[src/rtl/serial_pkg.sv]
// Shared definitions for the framed serial transmitter and its matching receiver:
// state encoding, line levels and the even-parity helper.
package serial_pkg;

  typedef enum logic [2:0] {
    ST_IDLE   = 3'd0,
    ST_START  = 3'd1,
    ST_DATA   = 3'd2,
    ST_PARITY = 3'd3,
    ST_STOP   = 3'd4
  } tx_state_t;

  localparam logic LINE_IDLE  = 1'b1;
  localparam logic LINE_START = 1'b0;

  // Words are zero-extended to this width before parity; zeros do not change XOR.
  localparam int PAR_MAX_W = 64;

  function automatic logic even_parity(input logic [PAR_MAX_W-1:0] word);
    return ^word;
  endfunction

endpackage

[src/rtl/serial_bit_timer.sv]
// Bit-period timer: counts 0..BIT_CYC-1 and strobes on the last (and
// second-to-last) cycle of each bit. Held at zero while inClr is high.
module serial_bit_timer #(
  parameter int BIT_CYC = 4
) (
  input  logic inClk,
  input  logic inClr,
  output logic outBitEnd,
  output logic outBitPreEnd
);

  localparam int CW = (BIT_CYC > 1) ? $clog2(BIT_CYC) : 1;
  localparam logic [CW-1:0] LAST_CYC = CW'(BIT_CYC - 1);
  localparam logic [CW-1:0] PRE_LAST_CYC = (BIT_CYC > 1) ? CW'(BIT_CYC - 2) : '0;

  logic [CW-1:0] cyc_q;
  logic [CW-1:0] cyc_d;

  always_comb begin
    cyc_d = cyc_q;
    if (inClr || (cyc_q == LAST_CYC)) begin
      cyc_d = '0;
    end else begin
      cyc_d = cyc_q + CW'(1);
    end
  end

  always_ff @(posedge inClk) begin
    cyc_q <= cyc_d;
  end

  assign outBitEnd    = (cyc_q == LAST_CYC);
  // Lets the FSM register outDone so it lands on the final cycle of STOP.
  assign outBitPreEnd = (BIT_CYC > 1) && (cyc_q == PRE_LAST_CYC);

endmodule

[src/rtl/serial_tx_frame.sv]
// Framed serial transmitter: start bit, DATA_W bits LSB-first, optional even
// parity (SERIAL_TX_FRAME_PARITY_EN), stop bit. All outputs are registered.
module serial_tx_frame
  import serial_pkg::*;
#(
  parameter int DATA_W  = 8,
  parameter int BIT_CYC = 4
) (
  input  logic              inClk,
  input  logic              inRst,
  input  logic [DATA_W-1:0] inData,
  input  logic              inValid,
  output logic              outReady,
  output logic              outSer,
  output logic              outBusy,
  output logic              outDone,
  output tx_state_t         outDbgState
);

  localparam int BW = (DATA_W > 1) ? $clog2(DATA_W) : 1;
  localparam logic [BW-1:0] LAST_BIT = BW'(DATA_W - 1);

  tx_state_t         state_q;
  logic [DATA_W-1:0] shift_q;
  logic [DATA_W-1:0] shift_nx;
  logic [BW-1:0]     bit_q;
  logic              ser_q;
  logic              ready_q;
  logic              busy_q;
  logic              done_q;
`ifdef SERIAL_TX_FRAME_PARITY_EN
  logic              par_q;
`endif

  logic tmr_clr;
  logic bit_end;
  logic bit_pre_end;

  // Timer is held cleared in IDLE so the first START cycle is cycle 0 of a bit.
  assign tmr_clr  = inRst || (state_q == ST_IDLE);
  assign shift_nx = shift_q >> 1;

  serial_bit_timer #(
    .BIT_CYC(BIT_CYC)
  ) u_timer (
    .inClk       (inClk),
    .inClr       (tmr_clr),
    .outBitEnd   (bit_end),
    .outBitPreEnd(bit_pre_end)
  );

  // Handshake: a word transfers on any rising edge where inValid and outReady are
  // both high; outReady is high only in IDLE, so inValid/inData are ignored while busy.
  always_ff @(posedge inClk) begin
    if (inRst) begin
      state_q <= ST_IDLE;
      shift_q <= '0;
      bit_q   <= '0;
      ser_q   <= LINE_IDLE;
      ready_q <= 1'b1;
      busy_q  <= 1'b0;
      done_q  <= 1'b0;
`ifdef SERIAL_TX_FRAME_PARITY_EN
      par_q   <= 1'b0;
`endif
    end else begin
      done_q <= 1'b0;
      case (state_q)
        ST_IDLE: begin
          if (inValid) begin
            shift_q <= inData;
`ifdef SERIAL_TX_FRAME_PARITY_EN
            par_q   <= even_parity(PAR_MAX_W'(inData));
`endif
            bit_q   <= '0;
            state_q <= ST_START;
            ser_q   <= LINE_START;
            ready_q <= 1'b0;
            busy_q  <= 1'b1;
          end
        end
        ST_START: begin
          if (bit_end) begin
            state_q <= ST_DATA;
            ser_q   <= shift_q[0];
          end
        end
        ST_DATA: begin
          if (bit_end) begin
            if (bit_q == LAST_BIT) begin
`ifdef SERIAL_TX_FRAME_PARITY_EN
              state_q <= ST_PARITY;
              ser_q   <= par_q;
`else
              state_q <= ST_STOP;
              ser_q   <= LINE_IDLE;
              done_q  <= (BIT_CYC == 1);
`endif
            end else begin
              shift_q <= shift_nx;
              ser_q   <= shift_nx[0];
              bit_q   <= bit_q + BW'(1);
            end
          end
        end
`ifdef SERIAL_TX_FRAME_PARITY_EN
        ST_PARITY: begin
          if (bit_end) begin
            state_q <= ST_STOP;
            ser_q   <= LINE_IDLE;
            done_q  <= (BIT_CYC == 1);
          end
        end
`endif
        ST_STOP: begin
          if (bit_end) begin
            state_q <= ST_IDLE;
            ser_q   <= LINE_IDLE;
            ready_q <= 1'b1;
            busy_q  <= 1'b0;
          end else if (bit_pre_end) begin
            done_q <= 1'b1;
          end
        end
        default: begin
          state_q <= ST_IDLE;
          ser_q   <= LINE_IDLE;
          ready_q <= 1'b1;
          busy_q  <= 1'b0;
        end
      endcase
    end
  end

  assign outReady    = ready_q;
  assign outSer      = ser_q;
  assign outBusy     = busy_q;
  assign outDone     = done_q;
  assign outDbgState = state_q;

endmodule

[config.mk]
export PLATFORM = sky130hd
export DESIGN_NAME = serial_tx_frame
export DESIGN_NICKNAME = d
export VERILOG_FILES = /design/src/rtl/serial_pkg.sv /design/src/rtl/serial_bit_timer.sv /design/src/rtl/serial_tx_frame.sv
export SDC_FILE = /design/constraint.sdc
export NUM_CORES = 1
export LEC_CHECK = 0
export CAP_MARGIN = 25
export CELL_PAD_IN_SITES_DETAIL_PLACEMENT = 0
export CELL_PAD_IN_SITES_GLOBAL_PLACEMENT = 1
export CORE_MARGIN = 5
export CORE_UTILIZATION = 43
export CTS_CLUSTER_SIZE = 10
export DETAILED_ROUTE_END_ITERATION = 8
export PLACE_DENSITY_LB_ADDON = 0.2
export SETUP_SLACK_MARGIN = 0.05
export SLEW_MARGIN = 5
export SYNTH_ARGS = -nofsm -noshare
export SYNTH_HDL_FRONTEND = slang
export SYNTH_HIERARCHICAL = 1
export SYNTH_SLANG_ARGS = --single-unit
[constraint.sdc]
create_clock -name inClk -period 4.3 [get_ports inClk]
set_input_delay 0.86 -clock inClk [delete_from_list [all_inputs] [get_ports inClk]]
set_output_delay 0.86 -clock inClk [all_outputs]
set_load 0.1 [all_outputs]
# --- Yosys cells after proc, flatten, opt, wreduce, memory -nomap -nowiden ---
# Index checks and enable logic that the tools add are counted.
classes:
  n_bitwise: 2
  addsub: 2
  n_reduce_logical: 10
  eq_ne: 12
  muxes: 25
ops:
  columns: ["op", "count"]
  rows:
  - ["$mux 3", 8]
  - ["$mux 8", 3]
  - ["$pmux 8 s2", 1]
  - ["$ne 2x2->1 const B", 6]
  - ["$pmux 3 s4", 1]
  - ["$mux 1", 8]
  - ["$reduce_and 4->1", 2]
  - ["$eq 3x3->1 const B", 2]
  - ["$pmux 1 s3", 2]
  - ["$pmux 3 s2", 1]
  - ["$reduce_and 5->1", 1]
  - ["$eq 2x2->1 const B", 2]
  - ["$pmux 1 s4", 1]
  - ["$add 3x1->3 const B", 1]
  - ["$eq 3x1->1 const B", 1]
  - ["$eq 3x2->1 const B", 1]
  - ["$logic_not 3->1", 1]
  - ["$reduce_and 3->1", 1]
  - ["$reduce_or 3->1", 1]
  - ["$add 2x1->2 const B", 1]
  - ["$logic_or 1x1->1", 2]
  - ["$not 1->1", 2]
  - ["$reduce_bool 2->1", 1]
  - ["$reduce_or 2->1", 1]
word_totals:
  ff_bits: 20
  out_inout_bits: 7
  wordCells: 59

# --- Depth between registers and ports, before layout ---
# Gate-level depths: netlist of the first run.
logic_depth:
  depth_word: 4
  ltp_mapped: 6
  ltp_nobuf: 5

# --- Cells and area by module ---
# The synthesis of the first run kept the hierarchy.
by_module_without_submodules:
  columns: ["module", "seq_area_each_um2", "n_inst", "area_per_inst_um2", "cells_per_inst"]
  rows:
  - ["serial_tx_frame", 360.3, 1, 1039.7, 109]
  - ["serial_bit_timer", 40.0, 1, 78.8, 7]

# --- Worst setup path before layout of the first run ---
# Ideal clock, no wire load.
synth_path:
  path_kind: "reg-to-output"
  from: "reg state_q[0], in the netlist outDbgState[0]"
  to: "out outDbgState[0]"
  n_path_buf: 0
  arrival_time_ns: 1.033
  t_required_ns: 3.440
  slack_ns: 2.407
  stages_incl_launch_ff: 1
  path_cell_list: "dfxtp_1"
synth_lines:
  columns: ["element", "line", "rtl"]
  rows:
  - ["start: declaration", "serial_tx_frame.sv:23", "tx_state_t state_q;"]
  - ["start signal: assignment", "serial_tx_frame.sv:56", "state_q <= ST_IDLE;"]
  - ["start signal: assignment", "serial_tx_frame.sv:76", "state_q <= ST_START;"]
  - ["start signal: assignment", "serial_tx_frame.sv:84", "state_q <= ST_DATA;"]
  - ["end: declaration", "serial_tx_frame.sv:17", "output tx_state_t outDbgState"]
# No word-level cell between the ends.

# --- Final worst setup path of the first run ---
layout_path:
  from: "reg state_q[0], in the netlist outDbgState[0]"
  to: "out outDbgState[0]"
# No word-level cell between the ends.

==> impl_metrics.toml, run 1 <==
[status]
status = "complete, no violations"

[timing]
tightest_slew_ps = 964
setup_ws_ps = 972
period_share_pct = 77.4
hold_violations = 0
fmax_mhz = 300
tns_ps = 0
maxSlewHeadroom_pct = 35.6
period_minus_slack_ps = 3330
slew_viol_final = 0
rsz0062_at_grt = "false"
setup_viol_count_final = 0
skew_ps = 4.81

[min_path]
min_to = "u_timer/cyc_q[0]"
min_path_cells = 1
min-delay-start = "u_timer/cyc_q[0]"
min_path_type = "reg -> reg"

[place]
pre_cts_slack_ps = 1300
gp_congestion = 0.725
dp_hpwl_um = 1560
port_buffers = 17

[synth]
synth_xor_area_share_pct = 0
synthMuxAreaShare_pct = 11.6
synthSimpleGateAreaFrac_pct = 17.3
synth_nets = 131
synth_top_family_by_area = "compound AO/OA/AOI/OAI gates"
syn-cell-area_um2 = 1120
yosys_warnings = 6
ys_ff_latch = 20
synth_seq_area_share_pct = 35.8
synthAdderAreaFrac_pct = 4.47
synth.distinct_cells = 34
synth_compound_area_share_pct = 22.9
synthCells = 116
synth_top_area_share_pct = 35.8
ys_top_cells_by_area = "dfxtp_1 36%, mux2i_1 12%, o311ai_1 5.5%, o21bai_1 4.7%, ha_1 4.5%"
syn_area_per_cell_um2 = 9.64
synth_largest_area_cell = "dfxtp_1"

[worst_setup_path]
worst_ep_required_time_ps = 3440
reg2reg_from = "outDbgState[1]"
worstPathCellList = "clkdlybuf4s50_1"
critical_path_arrival_ps = 2470
start_kind = "flip-flop"
endpoint_kind = "output port"
r2r_end = "shift_q[3]"
crit_family = "buffers and inverters"
max_stage_delay_ps = 1280
cp_max_fo = 23
rr_worst_depth = 3
crit_buf_inv = 1
crit_type = "reg -> out"
cpMaxStageDelayCell = "clkdlybuf4s50_1"
rrSetupSlack_ps = 2400

[detailed_routing]
vias = 898
route.met3.wl_um = 105
drc = 0
dr.pass1.iters = 4
first_iter_violations = 27
wirelength_um = 2200
wl_met2_um = 1020
wl_met1_um = 1030
drtAntennaViolNets = 0
viasPerCell = 5.76
top_layer_used = "met4"
avgRoutedWirePerCell_um = 14.1

[finish]
final_common_cell = "dfxtp_1"
layout_common_cells = "20 x dfxtp_1, 17 x clkdlybuf4s50_1, 13 x mux2i_1"
fin_nets = 143
drive_gt1_share_pct = 8.73
antenna_cells = 0
area_delta_synth_final_pct = 14.1

[clock_tree]
cts_hold_buf = 0
clock_path_buffers = 2
cts_made_buffers = 3
cts_tree = "yes"
clkSlewWorstSetupHoldPaths_ps = 110
htreeDepth = 1
post_cts_buffers = 0
clockRootBuffer = "clkbuf_4"
cts.sinks = 20
insertion_delay_ps = 290
cts-resized-gates = 0

[floorplan]
initial_core_util_pct = 45.2
dieArea_um2 = 3720
pin_count = 18
die_y_um = 61.0
dieWidth_um = 61.0
core_um2 = 2480
core.rowCount = 18

[global_route]
gr-total-overflow = 0
grt_max_degree = 24
grtUsageTotal_pct = 13.2
grt_pass1_vias = 826
grt_pass1_wl_um = 3610
antenna_found_initial = 0

[power]
peakVddDrop_uv = 206
powerDensity_nw_per_um2 = 288
power_leakage_uw = 0.000479

[flow_run]
cap_viol_max_count = 0
-- state kept, by name, summed over array words and instances, names as in the netlist --
signal	flops
shift_q	8
bit_q	3
u_timer/cyc_q	2
outReady	1
outBusy	1
outDone	1
outSer	1
outDbgState	3
-- cell families after synthesis --
family,count (synthesis)
buf+inv,14
flops,20
fa+ha+maj,4
mux,13
compound gates,33
simple gates,32
-- Yosys cell counts (all sizes together) --
| library cell | count |
|---|---|
| dfxtp | 20 |
| mux2i | 13 |
| a21oi | 9 |
| buf | 8 |
| nor2 | 8 |
| o21bai | 7 |
| o311ai | 7 |
| nand2 | 5 |
| nor3 | 5 |
| ha | 4 |
| inv | 4 |
| nor2b | 3 |
| and3 | 2 |
| clkbuf | 2 |
| nand3 | 2 |
| nand3b | 2 |
| nor3b | 2 |
| nor4b | 2 |
| o21a | 2 |
| o21ai | 2 |
| a21boi | 1 |
| a21o | 1 |
| a221oi | 1 |
| a31oi | 1 |
| a32o | 1 |
| and3b | 1 |
| o31ai | 1 |
-- stage by stage --
step / cells / total power [µW] / util [%] / area (µm²) / hold WS, ps
floorplan: 116 / 265 / - / 1120 / 419
global placement: 153 / 285 / 50.6 / 1250 / 432
detailed placement: 153 / 286 / 50.6 / 1250 / 444
CTS: 156 / 373 / 51.5 / 1280 / 461
global route: 156 / 388 / 51.5 / 1280 / 493
finish: 156 / 368 / 51.5 / 1280 / 455
-- report_power, final --
group	internal [µW]	total, µW	switching, µW	leakage [µW]
clock network	32.6	86.4	53.8	0.0000138
registers	195	205	10.5	0.000164
logic	31.5	75.9	44.4	0.000301
-- cell type report --
cell class,count,area [µm²]
Sequential cell,20,400
Tap cell,30,37.5
Clock buffer,3,22.5
Timing Repair Buffer,17,170
Inverter,4,15.0
Fill cell,237,1200
Multi-Input combinational cell,82,631
-- worst max-delay path by stage --
stage	cells past startpoint	slack (ps)	start	endpoint
2_1_floorplan	0	2410	outDbgState[0]	outDbgState[0]
3_3_place_gp	1	1340	outDbgState[0]	outDbgState[0]
3_5_place_dp	1	1300	outDbgState[0]	outDbgState[0]
4_1_cts	1	960	outDbgState[0]	outDbgState[0]
5_1_grt	1	830	outDbgState[0]	outDbgState[0]
6_report	1	970	outDbgState[0]	outDbgState[0]
-- metal layers --
layer | GRT usage (%) | vias up
met5 | 0 | -
met4 | 7.43 | 0
met3 | 2.77 | 4
met2 | 21.7 | 21
met1 | 16.1 | 427
li1 | - | 446
(Power assumes the default switching activity.)
==> run 2, diff against run 1 <==
--- a/config.mk
+++ b/config.mk
@@ -9,7 +9,7 @@
 export CELL_PAD_IN_SITES_DETAIL_PLACEMENT = 0
 export CELL_PAD_IN_SITES_GLOBAL_PLACEMENT = 1
 export CORE_MARGIN = 5
-export CORE_UTILIZATION = 43
+export CORE_UTILIZATION = 40
 export CTS_CLUSTER_SIZE = 10
 export DETAILED_ROUTE_END_ITERATION = 8
 export PLACE_DENSITY_LB_ADDON = 0.2
==> constraint.sdc (replaced) <==
create_clock -name inClk -period 3.3 [get_ports inClk]
set_input_delay 0.66 -clock inClk [delete_from_list [all_inputs] [get_ports inClk]]
set_output_delay 0.66 -clock inClk [all_outputs]
set_load 0.1 [all_outputs]
==> run 2 against run 1 <==
Net effect:
- via count fell by 1.9%
- flip-flop and latch count stayed put
- highest routed layer unchanged
- largest power group unchanged
- power grew 40%
- utilization is 4.2 points lower
- critical endpoint unchanged
==> impl_metrics.toml, run 2 (synthesis results as in run 1) <==
[power]
peakVddDrop_uv = 201
power_leakage_uw = 0.000500
powerDensity_nw_per_um2 = 402

[worst_setup_path]
rr_worst_depth = 3
cpMaxStageDelayCell = "dfxtp_1"
crit_buf_inv = 1
cp_max_fo = 23
reg2reg_from = "outDbgState[0]"
critical_path_arrival_ps = 1660
worst_ep_required_time_ps = 2640
r2r_end = "shift_q[5]"
rrSetupSlack_ps = 1360
crit_family = "flip-flops"
worstPathCellList = "buf_4"
max_stage_delay_ps = 930
crit_type = "reg -> out"
start_kind = "flip-flop"
endpoint_kind = "output port"

[detailed_routing]
vias = 881
drc = 0
drtAntennaViolNets = 0
viasPerCell = 5.54
first_iter_violations = 39
wirelength_um = 2280
dr.pass1.iters = 4
avgRoutedWirePerCell_um = 14.3

[global_route]
grtUsageTotal_pct = 12.3
grt_pass1_wl_um = 3960
antenna_found_initial = 0
grt_max_degree = 24
grt_pass1_vias = 843
gr-total-overflow = 0

[finish]
fin_nets = 144
regMostFlops = "shift_q"
antenna_cells = 0
area_delta_synth_final_pct = 14.5
final_common_cell = "dfxtp_1"
fillers = 269
layout_common_cells = "20 x dfxtp_1, 13 x mux2i_1, 10 x clkdlybuf4s50_1"
largest_reg_flops = 8
drive_gt1_share_pct = 15.6
final_area_um2 = 1280

[clock_tree]
cts-resized-gates = 0
cts_hold_buf = 0
cts_tree = "yes"
clockRootBuffer = "clkbuf_4"
insertion_delay_ps = 300
cts_made_buffers = 3
clkSlewWorstSetupHoldPaths_ps = 120
cts.sinks = 20
htreeDepth = 1
clock_path_buffers = 2
post_cts_buffers = 0

[timing]
fmax_mhz = 431
period_minus_slack_ps = 2320
tns_ps = 0
setup_viol_count_final = 0
maxSlewHeadroom_pct = 39.0
period_share_pct = 70.3
tightest_slew_ps = 911
skew_ps = 2.47
hold_violations = 0
slew_viol_final = 0
rsz0062_at_grt = "false"

[place]
gp_congestion = 0.693
dp_hpwl_um = 1590
dpl-instance-area_um2 = 1240
port_buffers = 17

[status]
status = "complete, no violations"

[floorplan]
dieWidth_um = 62.9
die_y_um = 62.9
core_um2 = 2710
core.rowCount = 19
dieArea_um2 = 3950
initial_core_util_pct = 41.3
pin_count = 18

[min_path]
min_to = "outReady"
min-delay-start = "outReady"
min_path_type = "reg -> reg"
min_path_cells = 1

[flow_run]
cap_viol_max_count = 0
## run 2: worst max-delay path by stage
stage | startpoint | to | cells after the start
2_1_floorplan | outDbgState[1] | outSer | 4
3_3_place_gp | inRst | outReady | 4
3_5_place_dp | inRst | outReady | 4
4_1_cts | outDbgState[0] | outDbgState[0] | 1
5_1_grt | outDbgState[0] | outDbgState[0] | 1
6_report | outDbgState[0] | outDbgState[0] | 1
## run 2: power by group
| part | internal [µW] | switching (µW) |
|---|---|---|
| clock | 67.3 | 81.3 |
| combinational | 40.4 | 57.6 |
| sequential | 254 | 14.2 |
| total | 362 | 153 |
## run 2: stage by stage
step / setup slack [ps] / util [%] / hold slack, ps / total power (µW) / instances
after detailed placement: 1210 / 45.9 / 446 / 373 / 155
after CTS: 964 / 47.3 / 473 / 522 / 159
final: 981 / 47.3 / 473 / 515 / 159
after global placement: 1270 / 45.9 / 437 / 372 / 155
after floorplan: 1420 / - / 419 / 345 / 116
after global routing: 869 / 47.3 / 501 / 539 / 159
## run 2: layout make-up
| type | count | area (µm²) | area share [%] |
|---|---|---|---|
| sequential | 20 | 400 | 31.2 |
| multi-input combinational | 82 | 631 | 49.2 |
| tap | 31 | 38.8 | 3.03 |
| timing repair buffer | 18 | 160 | 12.5 |
| clock buffer | 4 | 36.3 | 2.83 |
| inverter | 4 | 15.0 | 1.17 |
## run 2: per-layer routing
| metal | part of all wire (%) | GRT usage [%] | vias to the layer above |
|---|---|---|---|
| met5 | 0 | 0 | - |
| met4 | 0.83 | 5.57 | 0 |
| met3 | 3.7 | 3.06 | 2 |
| met2 | 46 | 18.5 | 13 |
| met1 | 50 | 16.3 | 413 |
| li1 | - | - | 453 |
## run 2: worst reg2reg max path: cells and delay by family (launching register included)
family	cells	cell delay, ps
AO/OA/AOI/OAI	1	80
AND/OR/NAND/NOR	1	860
flip-flops	1	610
multiplexers	1	280
